--- config.mk ---
export PLATFORM = sky130hd
export DESIGN_NAME = bit_stream_serializer
export DESIGN_NICKNAME = d
export VERILOG_FILES = /design/src/rtl/bit_stream_serializer.sv
export SDC_FILE = /design/constraint.sdc
export NUM_CORES = 1
export LEC_CHECK = 0
export CAP_MARGIN = 20
export CELL_PAD_IN_SITES_DETAIL_PLACEMENT = 0
export CELL_PAD_IN_SITES_GLOBAL_PLACEMENT = 1
export CORE_UTILIZATION = 42
export CTS_CLUSTER_DIAMETER = 150
export DETAILED_ROUTE_END_ITERATION = 10
export PLACE_DENSITY_LB_ADDON = 0.1
export SETUP_SLACK_MARGIN = 0.05
export SYNTH_ARGS = -nofsm -noshare
export SYNTH_HDL_FRONTEND = slang
export SYNTH_SLANG_ARGS = --single-unit
--- constraint.sdc ---
create_clock -name clk -period 2.08 [get_ports clk]
set_input_delay 0.52 -clock clk [delete_from_list [all_inputs] [get_ports clk]]
set_output_delay 0.52 -clock clk [all_outputs]
set_load 0.1 [all_outputs]
--- src/rtl/bit_stream_serializer.sv ---
// bit_stream_serializer
// Parallel-to-serial front end for the bit-stream pattern detectors.
// Words arrive over a valid/ready handshake and leave one bit per bit_en
// strobe on out_bit. A shift register holds the word in flight, and a
// one-word holding register lets the next word follow with no idle bit.

module bit_stream_serializer #(
    parameter int WIDTH     = 8,
    parameter bit MSB_FIRST = 1'b1,
    parameter bit IDLE_BIT  = 1'b0
) (
    input  logic             clk,
    input  logic             reset,
    input  logic [WIDTH-1:0] s_data,
    input  logic             s_valid,
    output logic             s_ready,
    input  logic             bit_en,
    output logic             out_bit,
    output logic             out_valid,
    output logic             word_start,
    output logic             busy
);

    localparam int CNT_W = $clog2(WIDTH);

    localparam logic [0:0] ST_IDLE  = 1'b0;
    localparam logic [0:0] ST_SHIFT = 1'b1;

    localparam logic [CNT_W-1:0] CNT_ZERO = '0;
    localparam logic [CNT_W-1:0] CNT_LAST = CNT_W'(WIDTH - 1);

    // Move the word one position toward the output end; the vacated
    // position fills with zero.
    function automatic logic [WIDTH-1:0] advance(input logic [WIDTH-1:0] w);
        logic [WIDTH-1:0] r;
        if (MSB_FIRST) begin
            r = {w[WIDTH-2:0], 1'b0};
        end else begin
            r = {1'b0, w[WIDTH-1:1]};
        end
        return r;
    endfunction

    // The bit currently sitting at the output end of the shift register.
    function automatic logic out_end(input logic [WIDTH-1:0] w);
        logic r;
        if (MSB_FIRST) begin
            r = w[WIDTH-1];
        end else begin
            r = w[0];
        end
        return r;
    endfunction

    logic [0:0]       state_q, state_d;
    logic [WIDTH-1:0] sr_q, sr_d;
    logic [CNT_W-1:0] cnt_q, cnt_d;
    logic [WIDTH-1:0] hr_q, hr_d;
    logic             hr_full_q, hr_full_d;

    logic             accept;
    logic             shifting;
    logic             last_bit;

    // The block can take a word whenever the holding register is free.
    assign s_ready  = !hr_full_q;
    assign accept   = s_valid && s_ready;
    assign shifting = (state_q == ST_SHIFT);
    // The final bit of the word in flight is consumed at this edge.
    assign last_bit = shifting && bit_en && (cnt_q == CNT_LAST);

    // Next-state logic for the FSM, the shift register, the counter and the
    // holding register.
    always_comb begin
        state_d   = state_q;
        sr_d      = sr_q;
        cnt_d     = cnt_q;
        hr_d      = hr_q;
        hr_full_d = hr_full_q;

        case (state_q)
            ST_IDLE: begin
                // bit_en has no meaning without a word in flight.
                if (accept) begin
                    sr_d    = s_data;
                    cnt_d   = CNT_ZERO;
                    state_d = ST_SHIFT;
                end
            end

            ST_SHIFT: begin
                if (bit_en) begin
                    if (cnt_q != CNT_LAST) begin
                        sr_d  = advance(sr_q);
                        cnt_d = cnt_q + 1'b1;
                    end else if (hr_full_q) begin
                        // The parked word follows immediately.
                        sr_d      = hr_q;
                        cnt_d     = CNT_ZERO;
                        hr_full_d = 1'b0;
                    end else if (accept) begin
                        // A word arriving exactly as the last bit leaves skips
                        // the holding register, so there is no bubble.
                        sr_d  = s_data;
                        cnt_d = CNT_ZERO;
                    end else begin
                        state_d = ST_IDLE;
                    end
                end

                // Any other accept while a word is in flight is parked. When
                // the last bit leaves with HR full, s_ready is low, so this
                // cannot overwrite a word being moved into SR.
                if (accept && !last_bit) begin
                    hr_d      = s_data;
                    hr_full_d = 1'b1;
                end
            end

            default: begin
                state_d   = ST_IDLE;
                hr_full_d = 1'b0;
            end
        endcase
    end

    // Control state and the shift register, cleared asynchronously so a reset
    // mid-word drops out_valid at once and discards both words.
    always_ff @(posedge clk or posedge reset) begin
        if (reset) begin
            state_q   <= ST_IDLE;
            sr_q      <= '0;
            cnt_q     <= CNT_ZERO;
            hr_full_q <= 1'b0;
        end else begin
            state_q   <= state_d;
            sr_q      <= sr_d;
            cnt_q     <= cnt_d;
            hr_full_q <= hr_full_d;
        end
    end

    // Holding-register data; its contents matter only while hr_full_q is set.
    always_ff @(posedge clk) begin
        hr_q <= hr_d;
    end

    // Outputs are decoded from registers only, with no path from any input.
    assign out_valid  = shifting;
    assign out_bit    = shifting ? out_end(sr_q) : IDLE_BIT;
    assign word_start = shifting && (cnt_q == CNT_ZERO);
    assign busy       = shifting || hr_full_q;

endmodule

==> flow_summary_export.csv <==
group,metric,value,unit
outcome,outcome,"finished clean",
timing,period_needed,1.95,ns
power_and_ir_drop,power_density,1220,mW/mm²
global_route,grt_util_all_layers,0.182,
power_and_ir_drop,power.internal,1.06,mW
worst_setup_path,critPathKind,"flop to primary output",
timing,finalCritPeriodShare,0.938,
die,core,0.00276,mm²
synth,synth_xor_area_frac,0,
die,fp.dieW,56.1,µm
min_path,worst_hold_path.num_cells,1,
synth,synthesis.instances,110,
finish,areaGrowthSynthToFinish,24.8,%
timing,setup_tns,0,ns
synth,yosys.area_share.simple,0.154,
synth,ys.warnings.count,0,
synth,synth_area_leaders,"dfrtp_1 26%, edfxtp_1 20%, mux2_2 7.3%, mux2i_1 5.7%, a311oi_1 5.0%",
die,io_pins,17,
synth,synth-compound-area-share,0.171,
cts,htree_levels,1,
run,cap_violations,0,
synth,muxShareOfSynthArea,0.130,
worst_setup_path,worstReg2RegStart,"cnt_q[1]",
die,initial_core_util,0.446,
routing,drcViolationCount,0,
die,std_cell_rows,19,
global_route,grt_start_max_net_pins,19,
routing,drt_pre_antenna_iters,6,
timing,finalMaxSlewViolations,0,
placement,place_inst,156,
timing,finalHoldViolCount,0,
min_path,hold_class,"flop to flop",
cts,cts.sinks,21,
global_route,grt_pass1_vias,914,
routing,drt_iter0_markers,29,
timing,tightest_slew,0.548,ns
worst_setup_path,cp-start-kind,"flop",
timing,worst_clock_skew,0.00345,ns
worst_setup_path,slowest_delay,0.64,ns
timing,max_freq,513,MHz
worst_setup_path,path_cells,"inv_4, nand2_2, buf_12",
finish,layout-drive-gt1-share,0.217,
finish,layout.nets,145,
synth,synth_area_per_cell,11.2,µm²
routing,detail-route-antenna-nets,0,
synth,yosys.area.top_type,"dfrtp_1",
cts,clkTransAtPathRegs,0.12,ns
die,fp.dieArea,0.00315,mm²
synth,synthAdderAreaFrac,0.0305,
routing,num_vias,937,
worst_setup_path,cp-end-kind,"primary output",
cts,cts_tree,"done",
placement,placed_cell_area,0.00151,mm²
routing,viasPerCell,5.86,
synth,synth_top_area_frac,0.264,
min_path,hold_end,"sr_q[0]",
power_and_ir_drop,p_comb_frac,0.512,
worst_setup_path,crit_slowest_cell,"dfrtp_1",
cts,cts_buffers,3,
cts,clock_latency,0.30,ns
synth,ys_seq_elements,21,
cts,clockRootBuffer,"clkbuf_4",
power_and_ir_drop,leakagePower,0.621,nW
routing,wl_per_cell,16.5,µm
synth,syn-cell-area,0.00123,mm²
synth,synth_nets,125,
min_path,worstHoldStart,"sr_q[0]",
worst_setup_path,critical_path_required,1.56,ns
placement,dp_hpwl,1760,µm
synth,yosysSeqAreaShare,0.460,
synth,ys_types,27,
finish,finalNonFillerCells,160,
power_and_ir_drop,switching_share,0.431,
worst_setup_path,ff2ff_setup_slack,0.46,ns
worst_setup_path,path_max_fanout,13,
power_and_ir_drop,power.share.clock,0.105,
routing,wl,2640,µm
global_route,grt_pass1_wl,4460,µm
cts,post_cts_buffers,0,
timing,setup_viol,0,
cts,ctsResizeCount,0,
power_and_ir_drop,pwr-share-seq,0.382,
global_route,overflow,0,
timing,rsz0062_at_grt,"false",
global_route,antenna_found_initial,0,
finish,n_antenna_cell,0,
finish,final_cell_area,0.00154,mm²
die,die_h,56.1,µm
worst_setup_path,reg2reg_to,"cnt_q[0]",
power_and_ir_drop,peakVddDrop,1.36,mV
placement,place_congestion,0.709,
worst_setup_path,arrival,1.43,ns
placement,numPortBuffers,16,
worst_setup_path,r2r_cells,5,
cts,cts.path.max_buffers,2,
timing,holdWs,0.531,ns
timing,slew_headroom,0.635,
synth,synth_top_family_by_area,"compound AO/OA/AOI/OAI gates",
power_and_ir_drop,power_switching,0.806,mW
cts,postCtsHoldBufs,0,
==> area by class of cell <==
type | instances | area, µm²
fill | 246 | 1220
tap | 31 | 38.8
clock buffer | 4 | 26.3
timing repair buffer | 22 | 268
multi-input combinational | 76 | 608
sequential | 21 | 569
inverter | 6 | 25.0
==> kinds of logic (layout without fill, tap and decap cells) <==
| family | Yosys count | in the layout |
|---|---|---|
| and+or+nand+nor | 30 | 30 |
| AOI/OAI and AO/OA | 28 | 28 |
| DFF | 21 | 21 |
| muxes | 15 | 15 |
| buffers and inverters | 13 | 32 |
| adders and majority gates | 3 | 3 |
==> worst max-delay path: cells and delay by family, from the launching register on <==
kind | cells | cell delay, ns
and+or+nand+nor | 1 | 0.13
buffers and inverters | 2 | 0.35
DFF | 1 | 0.64
==> power by group through the flow <==
stage                     Sequential, mW  Combinational [mW]  Clock [mW]
after CTS                          0.713               0.965       0.207
after global routing               0.735                1.04       0.219
after floorplan                    0.712               0.680           0
after global placement             0.720               0.949           0
final                              0.715               0.958       0.196
after detailed placement           0.723               0.959           0
==> cells in the mapped netlist <==
| master | number |
|---|---|
| inv_2 | 1 |
| a22o_1 | 3 |
| buf_6 | 2 |
| a211oi_1 | 7 |
| clkinv_1 | 1 |
| a211o_1 | 1 |
| edfxtp_1 | 8 |
| mux2i_1 | 7 |
| nor3b_1 | 1 |
| ha_1 | 3 |
| mux2_2 | 8 |
| o21ai_0 | 2 |
| nand3_1 | 2 |
| o22ai_1 | 7 |
| clkbuf_1 | 2 |
| buf_2 | 3 |
| dfrtp_1 | 13 |
| nand2_1 | 7 |
| a21boi_0 | 1 |
| nor2_1 | 2 |
| a311oi_1 | 7 |
| and2_1 | 1 |
| and3_1 | 1 |
| inv_1 | 4 |
| and3b_1 | 7 |
| nand2b_4 | 1 |
| nor2b_1 | 8 |
==> through the flow <==
stage,utilization,setup slack (ns),power [mW]
final,0.557,0.130,1.87
after global routing,0.557,0.0614,1.99
after floorplan,-,0.0448,1.39
after detailed placement,0.547,0.0912,1.68
after global placement,0.547,0.108,1.67
after CTS,0.557,0.100,1.88
==> registers in the layout, indices dropped and copies added (netlist names) <==
name and cells:
cnt_q 3, hr_full_q 1, hr_q 8, out_valid 1, sr_q 8
==> how the worst max path moves through the flow <==
stage	from	to
global route	hr_full_q	busy
floorplan	out_valid	word_start
finish	hr_full_q	busy
global placement	bit_en	sr_q[2]
detailed placement	s_valid	cnt_q[0]
CTS	hr_full_q	busy
==> cells in the final DEF, fill, tap and decap left out, drive strengths merged <==
cell type      netlist  layout
o21ai                2       2
nand3                2       2
nor3b                1       1
a311oi               7       7
and2                 1       1
clkinv               1       1
nor2                 2       2
nand2b               1       1
ha                   3       3
edfxtp               8       8
buf                  5      11
a211oi               7       7
and3b                7       7
clkbuf               2       4
mux2i                7       7
mux2                 8       8
clkdlybuf4s50        0      11
and3                 1       1
nor2b                8       8
nand2                7       7
inv                  5       5
a21boi               1       1
dfrtp               13      13
o22ai                7       7
a211o                1       1
a22o                 3       3
==> per-layer routing <==
layer  GRT usage  wire, µm
met1       0.275      1300
met2       0.272      1200
met3      0.0233       134
met4      0.0523        17
met5           0         0
(Power assumes the default switching activity.)
==> edit: new RTL, same flow settings <==
The parameter `IDLE_BIT` goes from 1'b0 to 1'b1.
--- a/src/rtl/bit_stream_serializer.sv
+++ b/src/rtl/bit_stream_serializer.sv
@@ -7,7 +7,7 @@
 module bit_stream_serializer #(
     parameter int WIDTH     = 8,
     parameter bit MSB_FIRST = 1'b1,
-    parameter bit IDLE_BIT  = 1'b0
+    parameter bit IDLE_BIT  = 1'b1
 ) (
     input  logic             clk,
     input  logic             reset,
Function: changed (Yosys sat finds a counterexample within 4 cycles, from zero or initial values and one cycle with reset high).
==> edit against the original RTL <==
Global-route usage is 0.94 points higher; total power decreased by 6.1%; worst setup slack worse by 0.021 ns; wire length shrank 13%; final cell count is 4.4% lower; cell area down 6.9%; synthesized cell count down 6.4%; clock power is essentially flat; sequential cell count unchanged; sequential share of layout area grew 2.8 points; area after synthesis fell by 8.4%; first-iteration DRC count down 28%; fmax decreased by 1.1%.
==> edit: results (changes against the original RTL) <==
** Detailed routing
- The via count was 856 (was 937).
- Wire length after detailed routing :: 2310 um (was 2644 um)
- Number of violations reported at the end of detailed-routing iteration 0 :: 21 (was 29)
- The count of TritonRoute iterations in the first routing pass came to 4 (was 6).
- Routed length per placed instance :: 15.10 um (was 16.53 um)

** Layout
- Registers with the most flip-flops: hr_q (8), sr_q (8), cnt_q (3) (unchanged).
- Net count of the finished layout :: 139 (was 145)
- Share of final-layout standard cells stronger than drive strength 1 :: 20.33% (was 21.71%)

** Place
- Placed Cells incl. Taps :: 149 (was 156)
- Routability-driven placement congestion ratio :: 0.7528 (was 0.7089)
- The placed wire-length estimate was 1632 um (was 1755 um).
- Pre-CTS setup slack :: 0.1313 ns (was 0.09115 ns)

** Synthesis
- Part of the Yosys area used for sequential elements :: 50.22% (was 45.98%)
- The number of flops mapped to enable cells by yosys was 8 (unchanged).
- Top cells by count, synth: 13 x dfrtp_1, 8 x edfxtp_1, 8 x mux2i_1, 8 x nand2b_1, 8 x nand3_1 (was 13 x dfrtp_1, 8 x edfxtp_1, 8 x mux2_2, 8 x nor2b_1).
- The fraction of the mapped netlist area in compound gates came to 14.11% (was 17.09%).
- Share of cell area taken by muxes after synthesis :: 9.444% (was 13.02%)
- Post-synthesis adder-cell area fraction :: 3.333% (was 3.052%)
- Net count after synthesis :: 118 (was 125)
- Gate Count Post-Synth :: 103 (was 110)
- The share of synthesized flip-flops with an asynchronous set or reset is 61.90% (unchanged).
- The primary flip-flop cell chosen by synthesis mapping is dfrtp_1 (unchanged).
- Top area cells in the synthesized netlist: dfrtp_1 29%, edfxtp_1 21%, mux2i_1 7.1% (was dfrtp_1 26%, edfxtp_1 20%, mux2_2 7.3%).
- The count of different cell masters after synthesis came to 34 (was 27).

** Global route
- The number of global-route vias before repair is 820 (was 914).
- GR met3 Demand/Resource :: 4.237% (was 2.326%)
- Met2 routing resource usage after global routing :: 32.10% (was 27.21%)
- Largest net degree at the start of global routing :: 21 (was 19)
- The met1 routing resource usage after global routing was 25.13% (was 27.53%).
- The first-pass GRT wire length came to 3857 um (was 4457 um).
- The global-route usage over all layers was 19.14% (was 18.20%).

** Setup path
- Endpoint arrival time on the critical path :: 1.45 ns (was 1.43 ns)
- Slowest stage delay, CP :: 0.61 ns (was 0.64 ns)
- Slowest cell on crit path :: dfrtp_4 (was dfrtp_1)
- The maximum fanout count along the critical path came to 20 (was 13).
- The critical path startpoint category is a flip-flop (unchanged).

** Status
- Result of the run :: complete, no violations (unchanged)

** STA
- The final clock skew was 0.01193 ns (was 0.003448 ns).
- The worst slew margin relative to its limit is 62.99% (was 63.45%).

** Hold path
- Hold/Removal Path Class :: primary input to asynchronous set/reset pin (was flip-flop to flip-flop)

** Power and ir drop
- The leakage power was 0.5801 nW (was 0.6211 nW).
- Largest vdd supply drop :: 1.163 mV (was 1.364 mV)
==> edit: per-layer routing <==
layer / up-vias / wire, um
met4: 0 / 10
met3: 2 / 87
li1: 413 / -
met1: 422 / 1059
met5: - / 0
met2: 19 / 1154
==> edit: final timing paths <==
| path | start | end | slack (ns) | cells after the start |
|---|---|---|---|---|
| worst max-delay path | out_valid | busy | 0.11 | 2 |
| worst min-delay path | reset | sr_q[2] | 0.54 | 2 |
| worst max register to register | cnt_q[1] | hr_q[1] | 0.41 | 6 |
| worst min register to register | cnt_q[1] | cnt_q[1] | 0.56 | 1 |
| max in group asynchronous | reset | out_valid | 1.13 | 2 |
| min in group clk | cnt_q[1] | cnt_q[1] | 0.56 | 1 |
==> edit: final cells by class <==
| class | count | area (sq um) |
|---|---|---|
| Clock inverter | 1 | 5.005 |
| Fill cell | 220 | 1071 |
| Clock buffer | 3 | 22.52 |
| Inverter | 5 | 18.77 |
| Multi-Input combinational cell | 69 | 505.5 |
| Timing Repair Buffer | 24 | 270.3 |
| Tap cell | 30 | 37.54 |
| Sequential cell | 21 | 569.3 |
==> edit: per-stage QoR <==
stage	cell area, sq um	utilization [%]
after floorplan	1154	-
after global placement	1401	56.06
after detailed placement	1401	56.06
after CTS	1429	57.16
after global routing	1429	57.16
final	1429	57.16
==> edit: cell families (layout without fill, tap and decap cells) <==
family | count (synthesis) | count (layout)
muxes | 10 | 10
DFF | 21 | 21
buffers and inverters | 13 | 33
adders and majority gates | 3 | 3
AOI/OAI and AO/OA | 23 | 23
and+or+nand+nor | 33 | 33
==> edit: worst reg2reg max path: stages, from the launching register on <==
cell and delay [ns]:
dfrtp_1 0.42, ha_1 0.20, ha_1 0.25, nand2_1 0.13
nand3_1 0.08, nor2_1 0.14, buf_4 0.18
==> edit: power by group <==
group | switching, mW | internal [mW]
Combinational | 0.501 | 0.389
Sequential | 0.119 | 0.550
Clock | 0.124 | 0.0716
Total | 0.745 | 1.01
